### src/rtl/hazard_controller.sv
// Pipeline hazard controller: decides per cycle which 5-stage pipeline registers hold or take a bubble,
// tracks outstanding data-cache misses with a watchdog, and keeps saturating stall/flush counters.
module hazard_controller #(
  parameter int CNT_W       = 16,
  parameter int TIMEOUT_CYC = 1024
) (
  input  logic             i_clk,
  input  logic             i_rst,
  input  logic [4:0]       i_rs1_ID,
  input  logic [4:0]       i_rs2_ID,
  input  logic [4:0]       i_write_reg_EX,
  input  logic             i_memread_EX,
  input  logic             i_branch_taken_EX,
  input  logic             i_dmem_req_MEM,
  input  logic             i_dmem_ready,
  input  logic             i_imem_ready,
  output logic             o_pc_write,
  output logic             o_stall_IF_ID,
  output logic             o_stall_ID_EX,
  output logic             o_stall_EX_MEM,
  output logic             o_flush_IF_ID,
  output logic             o_flush_ID_EX,
  output logic             o_flush_MEM_WB,
  output logic             o_busy,
  output logic             o_timeout,
  output logic [CNT_W-1:0] o_stall_cycles,
  output logic [CNT_W-1:0] o_flush_count
);

  typedef enum logic [1:0] {
    RUN   = 2'd0,
    DWAIT = 2'd1,
    ERR   = 2'd2
  } state_t;

  localparam logic [15:0] WAIT_LAST = 16'(TIMEOUT_CYC - 1);

  state_t      state, state_nxt;
  logic [15:0] wait_cnt, wait_nxt;
  logic        freeze;
  logic        load_use;
  logic        br_flush;

  function automatic logic [CNT_W-1:0] sat_inc(input logic [CNT_W-1:0] c);
    return (&c) ? c : c + CNT_W'(1);
  endfunction

  assign load_use = i_memread_EX && (i_write_reg_EX != 5'd0) &&
                    ((i_write_reg_EX == i_rs1_ID) || (i_write_reg_EX == i_rs2_ID));

  assign o_busy = (state != RUN);

  always_comb begin
    state_nxt = state;
    wait_nxt  = wait_cnt;
    freeze    = 1'b0;
    case (state)
      RUN: begin
        if (i_dmem_req_MEM && !i_dmem_ready) begin
          freeze    = 1'b1;
          state_nxt = DWAIT;
          wait_nxt  = '0;
        end
      end
      DWAIT: begin
        if (!i_dmem_ready) begin
          freeze = 1'b1;
          if (wait_cnt == WAIT_LAST) state_nxt = ERR;
          else                       wait_nxt  = wait_cnt + 16'd1;
        end else begin
          // Release cycle: MEM/WB captures the data, rest of pipeline follows normal rules
          state_nxt = RUN;
          wait_nxt  = '0;
        end
      end
      ERR:     freeze = 1'b1;
      default: state_nxt = RUN;
    endcase
  end

  always_comb begin
    o_pc_write     = 1'b1;
    o_stall_IF_ID  = 1'b0;
    o_stall_ID_EX  = 1'b0;
    o_stall_EX_MEM = 1'b0;
    o_flush_IF_ID  = 1'b0;
    o_flush_ID_EX  = 1'b0;
    o_flush_MEM_WB = 1'b0;
    br_flush       = 1'b0;
    if (i_rst) begin
      o_pc_write     = 1'b0;
      o_flush_IF_ID  = 1'b1;
      o_flush_ID_EX  = 1'b1;
      o_flush_MEM_WB = 1'b1;
    end else if (freeze) begin
      o_pc_write     = 1'b0;
      o_stall_IF_ID  = 1'b1;
      o_stall_ID_EX  = 1'b1;
      o_stall_EX_MEM = 1'b1;
      o_flush_MEM_WB = 1'b1;
    end else if (i_branch_taken_EX) begin
      // A taken branch squashes the younger instructions, so any load-use stall is moot
      o_flush_IF_ID = 1'b1;
      o_flush_ID_EX = 1'b1;
      br_flush      = 1'b1;
    end else if (load_use) begin
      o_pc_write    = 1'b0;
      o_stall_IF_ID = 1'b1;
      o_flush_ID_EX = 1'b1;
    end else if (!i_imem_ready) begin
      o_pc_write    = 1'b0;
      o_flush_IF_ID = 1'b1;
    end
  end

  always_ff @(posedge i_clk or posedge i_rst) begin
    if (i_rst) begin
      state          <= RUN;
      wait_cnt       <= '0;
      o_timeout      <= 1'b0;
      o_stall_cycles <= '0;
      o_flush_count  <= '0;
    end else begin
      state    <= state_nxt;
      wait_cnt <= wait_nxt;
      if (state_nxt == ERR) o_timeout <= 1'b1;
      if (!o_pc_write) o_stall_cycles <= sat_inc(o_stall_cycles);
      if (br_flush)    o_flush_count  <= sat_inc(o_flush_count);
    end
  end

endmodule
### config.mk
export PLATFORM = sky130hd
export DESIGN_NAME = hazard_controller
export DESIGN_NICKNAME = d
export VERILOG_FILES = /design/src/rtl/hazard_controller.sv
export SDC_FILE = /design/constraint.sdc
export NUM_CORES = 1
export LEC_CHECK = 0
export ABC_AREA = 1
export CAP_MARGIN = 20
export CORE_UTILIZATION = 40
export CTS_CLUSTER_SIZE = 28
export DETAILED_ROUTE_END_ITERATION = 10
export PLACE_DENSITY_LB_ADDON = 0.08
export SETUP_SLACK_MARGIN = 0.1
export SKIP_CTS_REPAIR_TIMING = 1
export SLEW_MARGIN = 10
export SYNTH_ARGS = -nofsm -noshare
export SYNTH_HDL_FRONTEND = slang
export SYNTH_SLANG_ARGS = --single-unit
### constraint.sdc
create_clock -name i_clk -period 3.1 [get_ports i_clk]
set_input_delay 0.62 -clock i_clk [delete_from_list [all_inputs] [get_ports i_clk]]
set_output_delay 0.62 -clock i_clk [all_outputs]
set_load 0.02 [all_outputs]
Word-level counts from Yosys, hierarchy flattened
Index checks and enable logic that the tools add are counted.
{ "totals": {"reg_bits": 51} }
{ "op_classes": {"n_addsub": 3, "eq_ne": 8, "mux": 34, "bitwise_logic": 3, "n_reduce_logical": 14} }
{ "ops": {"columns": ["op", "n"], "rows": [
  ["16-bit by 1-bit adder with 16-bit output, second input constant", 3],
  ["16-bit 2-to-1 mux", 3],
  ["16-bit case mux with 2 select lines", 1],
  ["16-bit AND reduction", 2],
  ["1-bit 2-to-1 mux", 25],
  ["16-bit by 10-bit == test with 1-bit output, second input constant", 1],
  ["5-bit == test", 2],
  ["2-bit 2-to-1 mux", 3],
  ["2-bit case mux with 3 select lines", 1],
  ["5-bit nonzero test", 1],
  ["2-bit == test, second input constant", 2],
  ["2-bit AND reduction", 2],
  ["2-bit nonzero test", 2],
  ["1-bit logical AND", 3],
  ["3-bit inequality test, second input constant", 1],
  ["1-bit NOT", 3],
  ["1-bit case mux with 3 select lines", 1],
  ["3-bit AND reduction", 1],
  ["2-bit by 1-bit == test with 1-bit output, second input constant", 1],
  ["2-bit logical NOT", 1],
  ["2-bit inequality test, second input constant", 1],
  ["1-bit logical NOT", 1],
  ["1-bit logical OR", 1]
]} }

Depth between registers and ports, before layout
{ "logic_depth": {"depth_word": 9, "mapped_depth": 12, "mapped_depth_nobuf": 11} }

Worst setup path before layout
No wires, ideal clock.
{ "synth_path": {"kind": "input-to-output", "startpoint": "input port i_rst", "endpoint": "output port o_pc_write", "arrival_time_ps": 2831, "required_ps": 2480, "path_slack_ps": -351, "path_stages": 6, "path_buffers": 1, "path_cell_list": "inv_1 > nand4_2 > a21oi_1 > nand2_2 > buf_2 > inv_2"} }
{ "synth_between": {"elab_chain_len": 1} }
{ "synth_lines": {"columns": ["element", "line_no", "rtl"], "rows": [
  ["start, declared", "8", "input logic i_rst,"],
  ["1-bit 2-to-1 mux", "90", "if (i_rst) begin"],
  ["end, declared", "17", "output logic o_pc_write,"]
]} }
No other way between the ends.

Final worst setup path
{ "layout_path": {"startpoint": "input port i_rst", "endpoint": "output port o_flush_MEM_WB"} }
{ "layout_between": {"elab_chain_len": 1} }
{ "layout_lines": {"columns": ["element", "line_no", "rtl"], "rows": [
  ["1-bit 2-to-1 mux", "90", null],
  ["end, declared", "23", "output logic o_flush_MEM_WB,"]
]} }
No other way between the ends.

==> summary.txt <==
Power
  • Switching power: 292 uW
  • Int Power: approximately 880 uW
  • P per Cell Area: roughly 280 nW/um^2
  • Gate power share: about 8%
  • Maximum VDD drop: around 0.18 mV
  • Flop pwr share: between 50% and 60%
  • Switch share: 25.0%
  • Pleak: just over 0.002 uW
  • Clk pwr share: between 30% and 40%

Global routing
  • GR Util All Layers: approximately a fifth
  • Largest net degree at the start of global routing: a little over 40
  • Vias in the first global route: 3,014
  • Initial antenna violation count: 0
  • Grt ovf: 0
  • First-pass GRT wire length: between 10,000 and 15,000 um

Route
  • Vias per cell: between 4 and 5
  • Pre-antenna DRT Iters: 4
  • Residual DRC: 0
  • DRT antenna net count: 0
  • Initial drt markers: approximately 120
  • Final wirelength: approximately 7600 um
  • Via Count: just over 3,000
  • Average routed wire per standard cell: ~12 um

Clock tree
  • H-tree depth: 2
  • CTS clk-pin slew, worst paths: around 0.10 ns
  • Inserted Clock Buffers: 5
  • Clk_lat worst skew: 0.30 ns
  • Maximum clock insertion buffer count: 2
  • CTS tree: done
  • CTS sink cnt: 51
  • Root buffer cell: clkbuf_8

Worst setup path
  • WP buf/inv: 4
  • Max stage delay on crit path: around 0.6 ns
  • Worst path depth: 5
  • Worst setup endpoint: o_flush_MEM_WB
  • CP arrival: 2.18 ns
  • Critical path endpoint category: output port
  • Flop-to-flop setup slack: around 1.2 ns
  • Top Family by Delay on Critical Path: buffers and inverters
  • Worst Setup SP: i_rst
  • Worst reg2reg path endpoint: o_stall_cycles[5]
  • Crit path cell chain: clkdlybuf4s50_1, clkinvlp_4, nand4_2, buf_4, clkdlybuf4s50_1
  • Worst EP required: between 2 and 2.5 ns
  • CP most frequent cell: clkdlybuf4s50_1
  • Slowest CP cell: clkdlybuf4s50_1
  • Worst Setup Start Kind: input pin
  • Critical Path Fanout Max: 4
  • Crit Path Class: input pin to output port
  • Reg2Reg Depth: 9
  • R2r startpoint: o_stall_cycles[0]

Logic synthesis
  • Sequential area share after synthesis: between 30% and 40%
  • Yosys warns: 0
  • Post-synth EDFFs: 0
  • Synthesized Nets: 486
  • Top_reg_cell synth: dfrtp_1
  • Distinct cells, synth: 31
  • Flip-flop and latch count after synthesis: slightly above 50
  • Largest area contributor in the netlist: dfrtp_1
  • Async SR Flop Fraction: 100%
  • Post-Syn Area: approximately 3300 um^2
  • Post-Syn Instances: between 400 and 500
  • Top cells by area, synth: dfrtp_1 39%, nand2_1 16%, nand3_1 6.8%
  • Synth Area per Inst: roughly 7.1 um^2
  • Post-synth top area share: between 30% and 40%

Run status
  • Run status: finished clean

Timing
  • Finish-stage setup viols: 0
  • Fin Clk Skew: a little over 0.007 ns
  • Final Max Slew Viols: 0
  • Minimum clock period: 2.80 ns
  • Endpoints failing hold: 0
  • Period utilization: 90.5%
  • FMAX: between 0.3 and 0.4 GHz
  • Slew @ Worst Pin: between 0.5 and 0.6 ns
  • Total Neg Setup Slack: 0 ns
  • Slew headroom: 64.9%
  • RSZ-0062 raised after global routing: false

Cells and area
  • Cell Count, Final, Fillers Out: 634
  • # diodes: 0
  • Final net count: 556
  • # fillers: between 800 and 900
  • Share of layout cells above drive strength 1: under 10%
  • Final core utilization: between 50% and 60%
  • P&R area growth vs syn: 26.8%

Floorplanning
  • Core area: 7850 um^2
  • Die area: 8600 um^2
  • Initial Utilization: 41.9%
  • Die H: 92.7 um
  • I/O pin count: between 60 and 70
  • Chip width: a little over 90 um
  • Row count: 32

Placement
  • Routability cong.: about 0.81
  • IO Port Bufs: 62
  • Placed cell count: between 600 and 700
  • Detailed placement HPWL: roughly 5700 um

Run
  • Max Cap Viol: 0

Min path
  • Worst min-delay path category: flop to flop
  • Min-delay src: o_timeout
## kinds of logic (layout without fill, tap and decap cells)
group / count (synthesis) / after routing / share of synthesized area [%]
buf+inv: 69 / 140 / 8.59
flops: 51 / 51 / 38.8
compound gates: 32 / 32 / 5.02
fa+ha+maj: 3 / 3 / 1.14
simple gates: 272 / 272 / 37.4
xor+xnor: 34 / 34 / 9.05
## cell usage in the layout (no fill, tap or decap), drive strengths merged, types with 5 or more instances in the layout
master,instances
a21oi,8
buf,10
clkbuf,5
clkdlybuf4s50,56
dfrtp,51
dlymetal6s2s,6
inv,60
nand2,144
nand3,47
nand4,19
nor2,42
nor3,16
o21ai,22
xnor2,14
xor2,20
## stage by stage
stage	worst slack, ns	hold WS (ns)	area (um^2)	power (uW)
finish	0.296	0.486	4180	1170
global route	0.205	0.516	4180	1230
CTS	-0.0234	0.492	4160	1190
detailed placement	-0.00836	0.458	4060	775
global placement	-0.00520	0.458	4060	775
floorplan	0.127	0.502	3300	723
## cell usage after synthesis, types with 3 or more instances
cell type / n
buf_4: 3
nor2_1: 39
nand3_1: 45
nand2_1: 141
nor3_1: 15
o21ai_1: 18
o21ai_0: 4
ha_1: 3
xnor2_1: 14
dfrtp_1: 51
inv_1: 50
nand4_1: 16
buf_2: 4
a21oi_1: 8
inv_2: 9
xor2_1: 20
## cell type report
type | count | area, um^2 | area share, %
clock inverter | 3 | 26.3 | 0.629
timing repair buffer | 72 | 711 | 17.0
tap | 102 | 128 | 3.06
clock buffer | 5 | 68.8 | 1.65
inverter | 60 | 229 | 5.48
multi-input combinational | 341 | 1740 | 41.6
sequential | 51 | 1280 | 30.6
## worst register-to-register path, cell delays in order (launching register included)
cell     delay [ns]
dfrtp_1        0.46
ha_1           0.23
nand3_2        0.12
nor2_4         0.14
nand3_2        0.13
nor2_4         0.15
nand4_4        0.24
nand2_4        0.27
nand2_1        0.08
nand2_1        0.06
## state kept, by name, indices dropped and copies added, names as in the netlist
name,flops
o_flush_count,16
o_stall_cycles,16
wait_cnt,16
state,2
o_timeout,1
## power groups by stage
stage	Combinational (uW)	Clock, uW	Sequential (uW)
5_1_grt	103	457	669
4_1_cts	94.6	429	668
3_3_place_gp	94.1	0	681
2_1_floorplan	42.3	0	681
3_5_place_dp	94.3	0	681
6_report	92.5	409	668
## worst min-delay path by stage
stage | slack, ns | to | cells after the start
finish | 0.49 | o_timeout | 1
floorplan | 0.50 | wait_cnt[9] | 2
CTS | 0.49 | o_timeout | 1
global route | 0.52 | o_timeout | 1
global placement | 0.46 | o_timeout | 1
detailed placement | 0.46 | o_timeout | 1
## layer usage
metal	vias to the layer above	routed length (um)	global-route usage (%)
met4	0	48	3.46
met3	4	289	3.61
met2	63	3640	33.2
li1	1607	-	-
met5	-	0	0
met1	1439	3660	24.5
Power figures use the tool's default switching activity.
